<file path="src/rtl/countdown_timer.sv">
// countdown_timer: loadable, pausable prescaled down-counter with a sticky done flag.
// Define COUNTDOWN_AUTO_RELOAD_EN to reload from the last loaded value on expiry instead of stopping.
module countdown_timer #(
    parameter int WIDTH    = 32,
    parameter int PRESCALE = 100000
) (
    input  logic             clk,
    input  logic             reset_n,
    input  logic             load,
    input  logic [WIDTH-1:0] load_value,
    input  logic             start,
    input  logic             pause,
    input  logic             ack,
    output logic [WIDTH-1:0] count,
    output logic             tick,
    output logic             running,
    output logic             done
);
    localparam int PW = PRESCALE > 1 ? $clog2(PRESCALE) : 1;
    localparam logic [PW-1:0] PRE_MAX = PW'(PRESCALE - 1);

    typedef enum logic [1:0] {IDLE, RUN, PAUSED, EXPIRED} state_t;

    state_t           state_q, state_d;
    logic [WIDTH-1:0] count_q, count_d, reload_q, reload_d;
    logic [PW-1:0]    pre_q, pre_d;
    logic             tick_q, tick_d, done_q, done_d;
    logic             tick_now;

    assign tick_now = (state_q == RUN) && (pre_q == PRE_MAX) && (count_q != '0);

    always_comb begin
        state_d  = state_q;
        count_d  = count_q;
        reload_d = reload_q;
        pre_d    = pre_q;
        done_d   = done_q;
        tick_d   = 1'b0;
        if (load) begin
            count_d  = load_value;
            reload_d = load_value;
            pre_d    = '0;
            done_d   = 1'b0;
            state_d  = IDLE;
        end else begin
            case (state_q)
                IDLE: begin
                    if (start) begin
                        if (count_q != '0) begin
                            state_d = RUN;
                            pre_d   = '0;
                        end else begin
                            state_d = EXPIRED;
                            done_d  = 1'b1;
                        end
                    end
                end
                RUN: begin
                    pre_d = pre_q + 1'b1;
                    if (ack) done_d = 1'b0;
                    if (tick_now) begin
                        pre_d   = '0;
                        tick_d  = 1'b1;
                        count_d = count_q - 1'b1;
                        if (count_q == WIDTH'(1)) begin
                            done_d = 1'b1;
`ifdef COUNTDOWN_AUTO_RELOAD_EN
                            if (reload_q != '0) count_d = reload_q;
                            else state_d = EXPIRED;
`else
                            state_d = EXPIRED;
`endif
                        end
                    end
                    // an expiry on the same edge outranks the pause request
                    if (pause && !ack && state_d == RUN) state_d = PAUSED;
                end
                PAUSED: begin
                    if (start && !ack && !pause) state_d = RUN;
                end
                EXPIRED: begin
                    if (ack) begin
                        state_d = IDLE;
                        done_d  = 1'b0;
                    end
                end
                default: state_d = IDLE;
            endcase
        end
    end

    always_ff @(posedge clk or negedge reset_n) begin
        if (!reset_n) begin
            state_q  <= IDLE;
            count_q  <= '0;
            reload_q <= '0;
            pre_q    <= '0;
            tick_q   <= 1'b0;
            done_q   <= 1'b0;
        end else begin
            state_q  <= state_d;
            count_q  <= count_d;
            reload_q <= reload_d;
            pre_q    <= pre_d;
            tick_q   <= tick_d;
            done_q   <= done_d;
        end
    end

    assign count   = count_q;
    assign tick    = tick_q;
    assign done    = done_q;
    assign running = (state_q == RUN);
endmodule

</file>
<file path="config.mk">
export PLATFORM = sky130hd
export DESIGN_NAME = countdown_timer
export DESIGN_NICKNAME = d
export VERILOG_FILES = /design/src/rtl/countdown_timer.sv
export SDC_FILE = /design/constraint.sdc
export NUM_CORES = 1
export LEC_CHECK = 0
export ABC_CLOCK_PERIOD_IN_PS = 7600
export CORE_AREA = 3 3 98 100
export DETAILED_ROUTE_END_ITERATION = 10
export DIE_AREA = 0 0 101 103
export PLACE_DENSITY = 0.7
export SLEW_MARGIN = 30
export SYNTH_ARGS = -nofsm -noshare
export SYNTH_HDL_FRONTEND = slang
export SYNTH_SLANG_ARGS = --single-unit
</file>
<file path="constraint.sdc">
create_clock -name clk -period 7.6 [get_ports clk]
set_clock_uncertainty 0.15 [all_clocks]
set_input_delay 1.52 -clock clk [delete_from_list [all_inputs] [get_ports clk]]
set_output_delay 1.52 -clock clk [all_outputs]
set_load 0.01 [all_outputs]
</file>
Word level (Yosys, flattened, before mapping)
Index checks and enable logic that the tools add are counted.
- output and inout port bits: 35
- flip-flop bits (word level): 53
- $add $sub $neg: 2
- multiplexer cells: 29
- equality and inequality tests: 11
- reduce and logical (&&, ||, !) cells: 18
- operators with widths (cell ; number):
    32-bit two-way mux ; 3
    17-bit two-way mux ; 4
    17-bit case mux with 2 select lines ; 1
    32-bit by 1-bit equality test with 1-bit output, second input constant ; 1
    32-bit nonzero test ; 1
    32-bit by 1-bit subtractor with 32-bit output, second input constant ; 1
    2-bit two-way mux ; 10
    17-bit by 1-bit adder with 17-bit output, second input constant ; 1
    17-bit equality test, second input constant ; 1
    3-bit != test, second input constant ; 5
    1-bit two-way mux ; 9
    3-bit AND reduction ; 3
    2-bit case mux with 4 select lines ; 1
    1-bit logical AND ; 6
    2-bit by 1-bit equality test with 1-bit output, second input constant ; 2
    2-bit equality test, second input constant ; 2
    2-bit nonzero test ; 2
    4-bit nonzero test ; 1
    1-bit case mux with 3 select lines ; 1
    3-bit nonzero test ; 1
    1-bit zero test ; 2
    2-bit zero test ; 1
    2-bit AND reduction ; 1

Longest topological paths before layout
Gate-level depths: netlist (run 1).
- word-level depth: 11
- mapped depth: 9
- gate-level depth less buffers: 8

Worst setup path after synthesis (run 1)
No wires, ideal clock.
- path type: input to register
- start point: input port load
- end point: register pre_q[3]
- data required time: 7.372 ns
- setup slack: 4.721 ns
- arrival: 2.651 ns
- stages on the path: 6
- cell sequence: clkbuf_1 -> nor3_1 -> a21o_1 -> buf_4 -> or3_1 -> a21oi_1
- word-level cells in the longest chain between the ends: 2
- elaborated cells between the ends (all ways): 5
- those cells by class: eq/ne (2); mux (1); reduce/logical (2)
- RTL lines (what ; line ; text):
    start: declaration ; 9 ; input logic load,
    3-bit != test (no line) / 3-bit nonzero test (equally long branches) ; - ;
    3-bit AND reduction (no line) ; - ;
    end signal: assignment ; 104 ; pre_q <= pre_d;
    end: declaration ; 26 ; logic [PW-1:0] pre_q, pre_d;
Several ways; a longest one is shown, not always the timed one.
A chain may end at the register's enable or synchronous reset.

Final worst setup path (run 1)
- start point: register state_q[1]
- end point: output port running
- word-level cells in the longest chain between the ends: 1
- RTL lines (what ; line ; text):
    start: declaration ; 24 ; state_t state_q, state_d;
    start signal: assignment ; 101 ; state_q <= state_d;
    2-bit by 1-bit equality test with 1-bit output ; 113 ; assign running = (state_q == RUN);
    end: declaration ; 16 ; output logic running,
No other way between the ends.

==> results of run 1 <==
kinds of logic after synthesis:
group                      Yosys count  synth area share [%]
and+or+nand+nor                    177                  31.3
AOI/OAI and AO/OA                   76                  14.0
DFF                                 53                  38.0
xor gates and xnor gates            36                  9.02
buffers and inverters               27                  3.26
adders and majority gates            8                  2.86
muxes                                5                  1.58
where the power goes:
part | switching, mW | internal [mW]
clock | 0.0950 | 0.131
combinational | 0.0671 | 0.0768
sequential | 0.0295 | 0.300
layout by cell type (no fill, tap or decap), drive strengths merged, types with 3 or more instances in the layout:
master,n
clkbuf,5
ha,8
inv,15
buf,4
clkdlybuf4s50,70
o21ai,42
and2,6
a221oi,3
a21oi,10
nor3,12
mux2,4
nand2,47
dfrtp,53
nand3b,4
nor2b,6
nor2,25
o22ai,3
nand2b,4
nand3,27
nand4,5
or3,5
or4,5
xnor2,20
xor2,16
a211oi,5
and3,4
nor4,17
metrics by stage:
stage                     std cells  total power [mW]  hold slack (ns)  utilization, %
after floorplan                 382             0.401            0.327               -
after global placement          552             0.478            0.367            49.0
after detailed placement        552             0.480            0.366            49.0
after CTS                       560             0.705            0.390            50.6
after global routing            560             0.735            0.404            50.6
final                           560             0.699            0.379            50.6
state kept, by name (all words and copies together), names as in the netlist:
| name | cells |
|---|---|
| count | 32 |
| pre_q | 17 |
| state_q | 2 |
| done | 1 |
| tick | 1 |
metal layers:
metal	global-route usage (%)	vias to the layer above
li1	-	1510
met1	21.0	1471
met2	30.0	70
met3	2.91	8
met4	2.86	0
met5	0	-
worst max-delay path by stage:
| stage | endpoint |
|---|---|
| final | running |
| after global routing | running |
| after CTS | running |
| after detailed placement | pre_q[3] |
| after global placement | pre_q[3] |
| after floorplan | pre_q[3] |
critical path: stages (launching register included):
cell and delay, ns:
sky130_fd_sc_hd__dfrtp_1 0.43, sky130_fd_sc_hd__inv_1 0.17, sky130_fd_sc_hd__ha_1 0.34, sky130_fd_sc_hd__clkdlybuf4s50_1 0.59
area by class of cell:
class / instances / area share [%]
multi-input cells: 302 / 46.4
flip-flops and latches: 53 / 29.9
repair buffers: 74 / 16.4
well taps: 108 / 3.05
clock buffers: 5 / 1.55
clock inverters: 3 / 1.47
inverters: 15 / 1.27
==> impl_summary.md, run 1 <==
Outcome
The run finished with clean final reports.

Synth
In the synthesized netlist, the cells that appear most often are sky130_fd_sc_hd__dfrtp_1, sky130_fd_sc_hd__nand2_1, sky130_fd_sc_hd__o21ai_0. In the synthesized netlist the dominant register cell turns out to be sky130_fd_sc_hd__dfrtp_1. For this run, asynchronously set or reset flops after synthesis account for 100%. The net count of the mapped netlist is 428. Ranked by total cell area, the synthesized netlist is headed by sky130_fd_sc_hd__dfrtp_1, sky130_fd_sc_hd__xnor2_1, sky130_fd_sc_hd__nand2_1.

Yosys instantiated no cell more often than sky130_fd_sc_hd__dfrtp_1. The cell area after technology mapping is 0.00349 mm². Counting flops and latches in the post-synthesis netlist gives 53.

The synthesized netlist contains 60 unique library cells. The number of enable flip-flop cells after synthesis is 0. The area share of the largest cell type after synthesis is 38.0%. After synthesis, the mean cell area works out to 9.15 µm².

The synthesized netlist cell count is 382. Sequential elements use 38.0% of the synthesized area. Summed over all instances, the cell type with the most area after synthesis is sky130_fd_sc_hd__dfrtp_1.

The yosys synthesis warning count is 0.

Clocking
The number of setup buffers added after CTS is 0. Gates resized during post-CTS repair numbered 0. The number of clock buffers inserted by TritonCTS is 5.

In this run the clock root is driven by a sky130_fd_sc_hd__clkbuf_8. The clock net sink count is 53. For the worst-skew pair, the clock arrives at the later sink with an insertion delay of 0.31 ns. TritonCTS built the clock tree. The clock tree synthesis step divided the H-tree into 2 levels.

The number of hold buffers added after CTS was 0. After clock tree synthesis, the clock-pin slew on the worst setup and hold paths is 0.10 ns. The maximum count of clock buffers along a single path is 2.

Worst setup path
The cell depth of the worst flop-to-flop path is 8. The launch instance of the worst register-to-register path is state_q[1]. The sort of element at the end of the critical path is a primary output.

The slack of the worst reg-to-reg path is 4.67 ns. The critical path is of the reg -> out type. The top fanout value on the critical path is 7. The startpoint kind of the worst setup timing path is a register. Data arrives at the worst endpoint at 1.85 ns. The required time of the worst setup path is 5.93 ns. The reg-to-reg endpoint is count[21]. The launch point of the critical path is state_q[1].

Routing
After detailed routing, the met3 layer carries 449 µm of wire. The antenna violation net count after detailed routing is 0. The number of iterations in the first detailed-routing pass is 4. The per-cell routed wire length is 15.2 µm.

After detailed routing, the wire length on met1 is 3760 µm. The met2 wirelength from detailed routing is 4210 µm. The highest layer used for signal routing is met4. The wire length after detailed routing is 8500 µm. The detailed-route via count is 3059.

The first routing iteration left 148 violations. The via density per instance is 5.46. In the routed design, unresolved DRC markers number 0.

Hold path
Along the worst hold path, the cell count comes to 2. The tightest min-delay check is of the reg -> reg type. The beginning of the worst hold path is pre_q[1]. The path with the worst hold slack has its endpoint at pre_q[1].

Pwr
Dividing total power by cell area gives a power density of 158 mW/mm². For this design the static power due to leakage is 1.68 nW. The worst voltage drop across the vdd grid is 0.0000925 V.

GRT
Global routing used 16.6% of the available tracks. Summed over all layers, the global routing overflow is 0. The first global-routing pass estimated 14100 µm of wire. The number of antenna violations at the first check in global routing is 0.

The via count of the first global-routing pass is 2949. Entering global routing, the biggest net connects 74 pins.

STA
The number of hold-slack violations in the final timing report is 0. Subtracting the final worst setup slack from the clock period gives 3.52 ns. The fmax is 0.284 GHz. The final max-slew violation count is 0. Setup repair after global routing left no endpoint under its margin. The worst pin sits at a relative slew slack of 53.5%. The slew at the pin closest to its max-slew limit is 0.697 ns. The post-route fraction of the period consumed by the critical path is 46.3%.

Setup violations remaining at the end of the flow were counted as 0. For the final routed database, the setup TNS stands at 0 ns. The worst setup margin is 4.08 ns.

Run
The reported max-cap violation count is 0.

Layout
Relative to the synthesized area, the layout overhead comes to 26.8%. The number of antenna diodes in the final layout is 0. Of the cells placed in the final design, the portion with a size suffix greater than 1 is 9.73%. In the final layout, the multi-input gates occupy 0.00205 mm².

The area taken by flip-flops and latches is 0.00133 mm². At the end of the flow, the number of nets in the layout was 497. The number of fill cells is 815. The area of all placed cells without fillers is 0.00443 mm².

Placement
Routability-driven placement finished with a final weighted congestion of 0.789. Summing all placed instances gives a cell area of 0.00430 mm². The count of buffers added on input and output ports is 72. Timing analysis after detailed placement gives a worst setup slack of 4.12 ns. The half-perimeter wire length of the detailed placement result is 6320 µm.

Floorplanning
The number of rows in the core area is 34. The initial utilization of the core area, before any placement, comes to 39.9%. The vertical die dimension is 103 µm.

The width of the chip is 101 µm. In this run the standard cell core region covers 0.00876 mm². The die covers 0.0104 mm². Pin placement for this block handled 73 I/O pins.
No activity file was read; power rests on OpenSTA's default activity.
==> run 2, diff against run 1 <==
ABC_CLOCK_PERIOD_IN_PS = 3400   (was 7600)
clock period = 3.4 ns   (was 7.6 ns; I/O delays follow)
==> run 2 against run 1 <==
Critical path type is now reg -> reg. Register-to-register slack worse by 4.1 ns. Global-route usage is 1.1 points higher. Cell area stayed put.
==> impl_summary.md, run 2 (synthesized netlist as in run 1, its figures left out) <==
Clocking
The cell chosen for the clock root is sky130_fd_sc_hd__clkbuf_8. The cts-stage hold buffer count is 0 (unchanged). The clock-pin slew of the registers on the worst-case setup and hold paths was 0.11 ns (about the same).

The number of setup buffers added after CTS came to 0 (unchanged). The clock latency reported for the late side of the worst-skew pair came to 0.32 ns (about the same). The maximum count of clock buffers along a single path is 2 (unchanged).

The number of clock buffers inserted by TritonCTS is 5 (unchanged). TritonCTS built the clock tree. The number of levels the H-tree was split into is 2 (unchanged).

The clock net sink count is 53 (unchanged). The post-CTS resize count was 0 (unchanged).

Layout
The share of the core filled with cells in the final layout is 50.6% (unchanged). The most common cell after layout, fill and taps aside is sky130_fd_sc_hd__clkdlybuf4s50_1. The number of flip-flops in the largest register was 32 (unchanged). The share of cells above drive strength 1 is 10.1% (+0.38 points). The area growth from synthesis to layout was 26.8% (unchanged).

In the layout the commonest cells are sky130_fd_sc_hd__clkdlybuf4s50_1, sky130_fd_sc_hd__dfrtp_1, sky130_fd_sc_hd__nand2_1, sky130_fd_sc_hd__o21ai_0, sky130_fd_sc_hd__nand3_1. The final-stage net count is 500 (+0.60%). The final antenna diode count is 0 (unchanged).

Pwr
The power per unit of standard cell area is 339 mW/mm² (+120%). The leakage power total came to 1.68 nW (about the same). The worst voltage drop across the vdd grid came to 0.000175 V (+90%).

GRT
The global-route usage over all layers came to 17.7% (+1.1 points). The first-pass GRT wire length is 14900 µm (+5.6%). The overflow left after global routing is 0 (unchanged). The via count of the first global-routing pass is 3075 (+4.3%). The number of antenna violations at the first check in global routing came to 0 (unchanged). The largest net degree at the start of global routing came to 56 (-24%).

Placement
The half-perimeter wire length of the detailed placement result came to 6810 µm (+7.7%). The number of port buffers is 72 (unchanged). The worst-case setup slack after placement came to 0.615 ns (-3.50 ns). The weighted congestion at the end of routability-driven global placement is 0.876 (+11%).

Routing
The number of iterations in the first detailed-routing pass is 4 (unchanged). The antenna violation net count after detailed routing is 0 (unchanged). The count of unresolved DRC violations after routing is 0 (unchanged). The detailed-route via count was 3088 (+0.95%).

The via density per instance is 5.48 (+0.41%). The wire length after detailed routing came to 8920 µm (+4.9%). The violation count after the first detailed-route iteration came to 144 (-2.7%). The per-cell routed wire length is 15.8 µm (+4.3%).

Hold path
In this run the worst hold path is classified as in -> async.

STA
The count of final setup violators is 0 (unchanged). The hold slack is 0.154 ns (-0.226 ns). The worst setup margin is 0.606 ns (-3.47 ns). The fmax is 0.358 GHz. The smallest clock period supported by the final layout is computed as 2.79 ns.

The number of hold-slack violations in the final timing report came to 0 (unchanged). The final sum of negative setup slack is 0 ns (unchanged). The final max-slew violation count is 0 (unchanged). Setup repair after global routing left no endpoint under its margin. The post-route fraction of the period consumed by the critical path is 82.2%. The remaining max-slew budget at the tightest pin is 62.6% (+9.1 points).

The slew at the pin closest to its max-slew limit is 0.557 ns (-0.140 ns).

Worst setup path
The cell depth of the worst flop-to-flop path was 8 (unchanged). The startpoint kind of the worst setup timing path is a register. The required time of the worst setup path is 3.47 ns (-2.46 ns).

The launch instance of the worst register-to-register path is state_q[1]. The data arrival time of the critical path is 2.86 ns (+1.01 ns). The critical path is of the reg -> reg type. The reg-to-reg endpoint is count[21]. The worst setup path is captured at a register. The slack of the worst reg-to-reg path is 0.61 ns (-4.06 ns).

The top fanout value on the critical path is 10 (+3).

Outcome
The flow ran to the end, and the final reports show no timing, DRC or antenna violations.

Floorplanning
The number of top-level pins is 73 (unchanged). The starting density of the core is 39.9% (unchanged). The width of the chip is 101 µm (unchanged). The vertical die dimension is 103 µm (unchanged).

The placeable core region was 0.00876 mm² (unchanged). The number of rows in the core area is 34 (unchanged). The area enclosed by the die boundary is 0.0104 mm² (unchanged).

Run
The reported max-cap violation count is 0 (unchanged).
[run 2: stage by stage]
step	power, mW	cell area [µm²]	std cells
4_1_cts	1.52	4430	563
5_1_grt	1.58	4430	563
6_report	1.50	4430	563
3_3_place_gp	1.07	4320	555
2_1_floorplan	0.897	3490	382
3_5_place_dp	1.08	4320	555
[run 2: where the power goes]
group	leakage (nW)	total [mW]	internal [mW]	switching [mW]
logic	0.949	0.327	0.174	0.154
clock network	0.0554	0.440	0.221	0.218
registers	0.677	0.736	0.670	0.0666
[run 2: final cells by class]
cell class              count  area, µm²
multi-input cells         302       2050
well taps                 108        135
clock inverters             2       38.8
inverters                  15       56.3
flip-flops and latches     53       1330
fillers                   796       4330
clock buffers               6       72.6
repair buffers             77        748
[run 2: layer usage]
layer / vias to the layer above / global-route usage [%] / part of all wire [%]
li1: 1519 / - / -
met1: 1471 / 23.1 / 44
met2: 83 / 30.4 / 49
met3: 15 / 2.98 / 5.9
met4: 0 / 4.70 / 1.5
met5: - / 0 / 0
[run 2: worst max-delay path, cell delays in order, from the launching register on]
cell                       delay (ns)
sky130_fd_sc_hd__dfrtp_1         0.42
sky130_fd_sc_hd__inv_1           0.16
sky130_fd_sc_hd__ha_1            0.30
sky130_fd_sc_hd__and4bb_1        0.26
sky130_fd_sc_hd__nand3_1         0.22
sky130_fd_sc_hd__nor4_4          0.62
sky130_fd_sc_hd__nand3_1         0.16
sky130_fd_sc_hd__xnor2_1         0.15
sky130_fd_sc_hd__mux2_2          0.26
[run 2: how the worst max path moves through the flow]
stage | cells past startpoint | to | slack (ns) | start
after floorplan | 8 | count[21] | 0.86 | state_q[1]
after global placement | 8 | count[21] | 0.71 | state_q[1]
after detailed placement | 8 | count[21] | 0.62 | state_q[1]
after CTS | 8 | count[21] | 0.61 | state_q[1]
after global routing | 8 | count[21] | 0.38 | state_q[1]
final | 8 | count[21] | 0.61 | state_q[1]
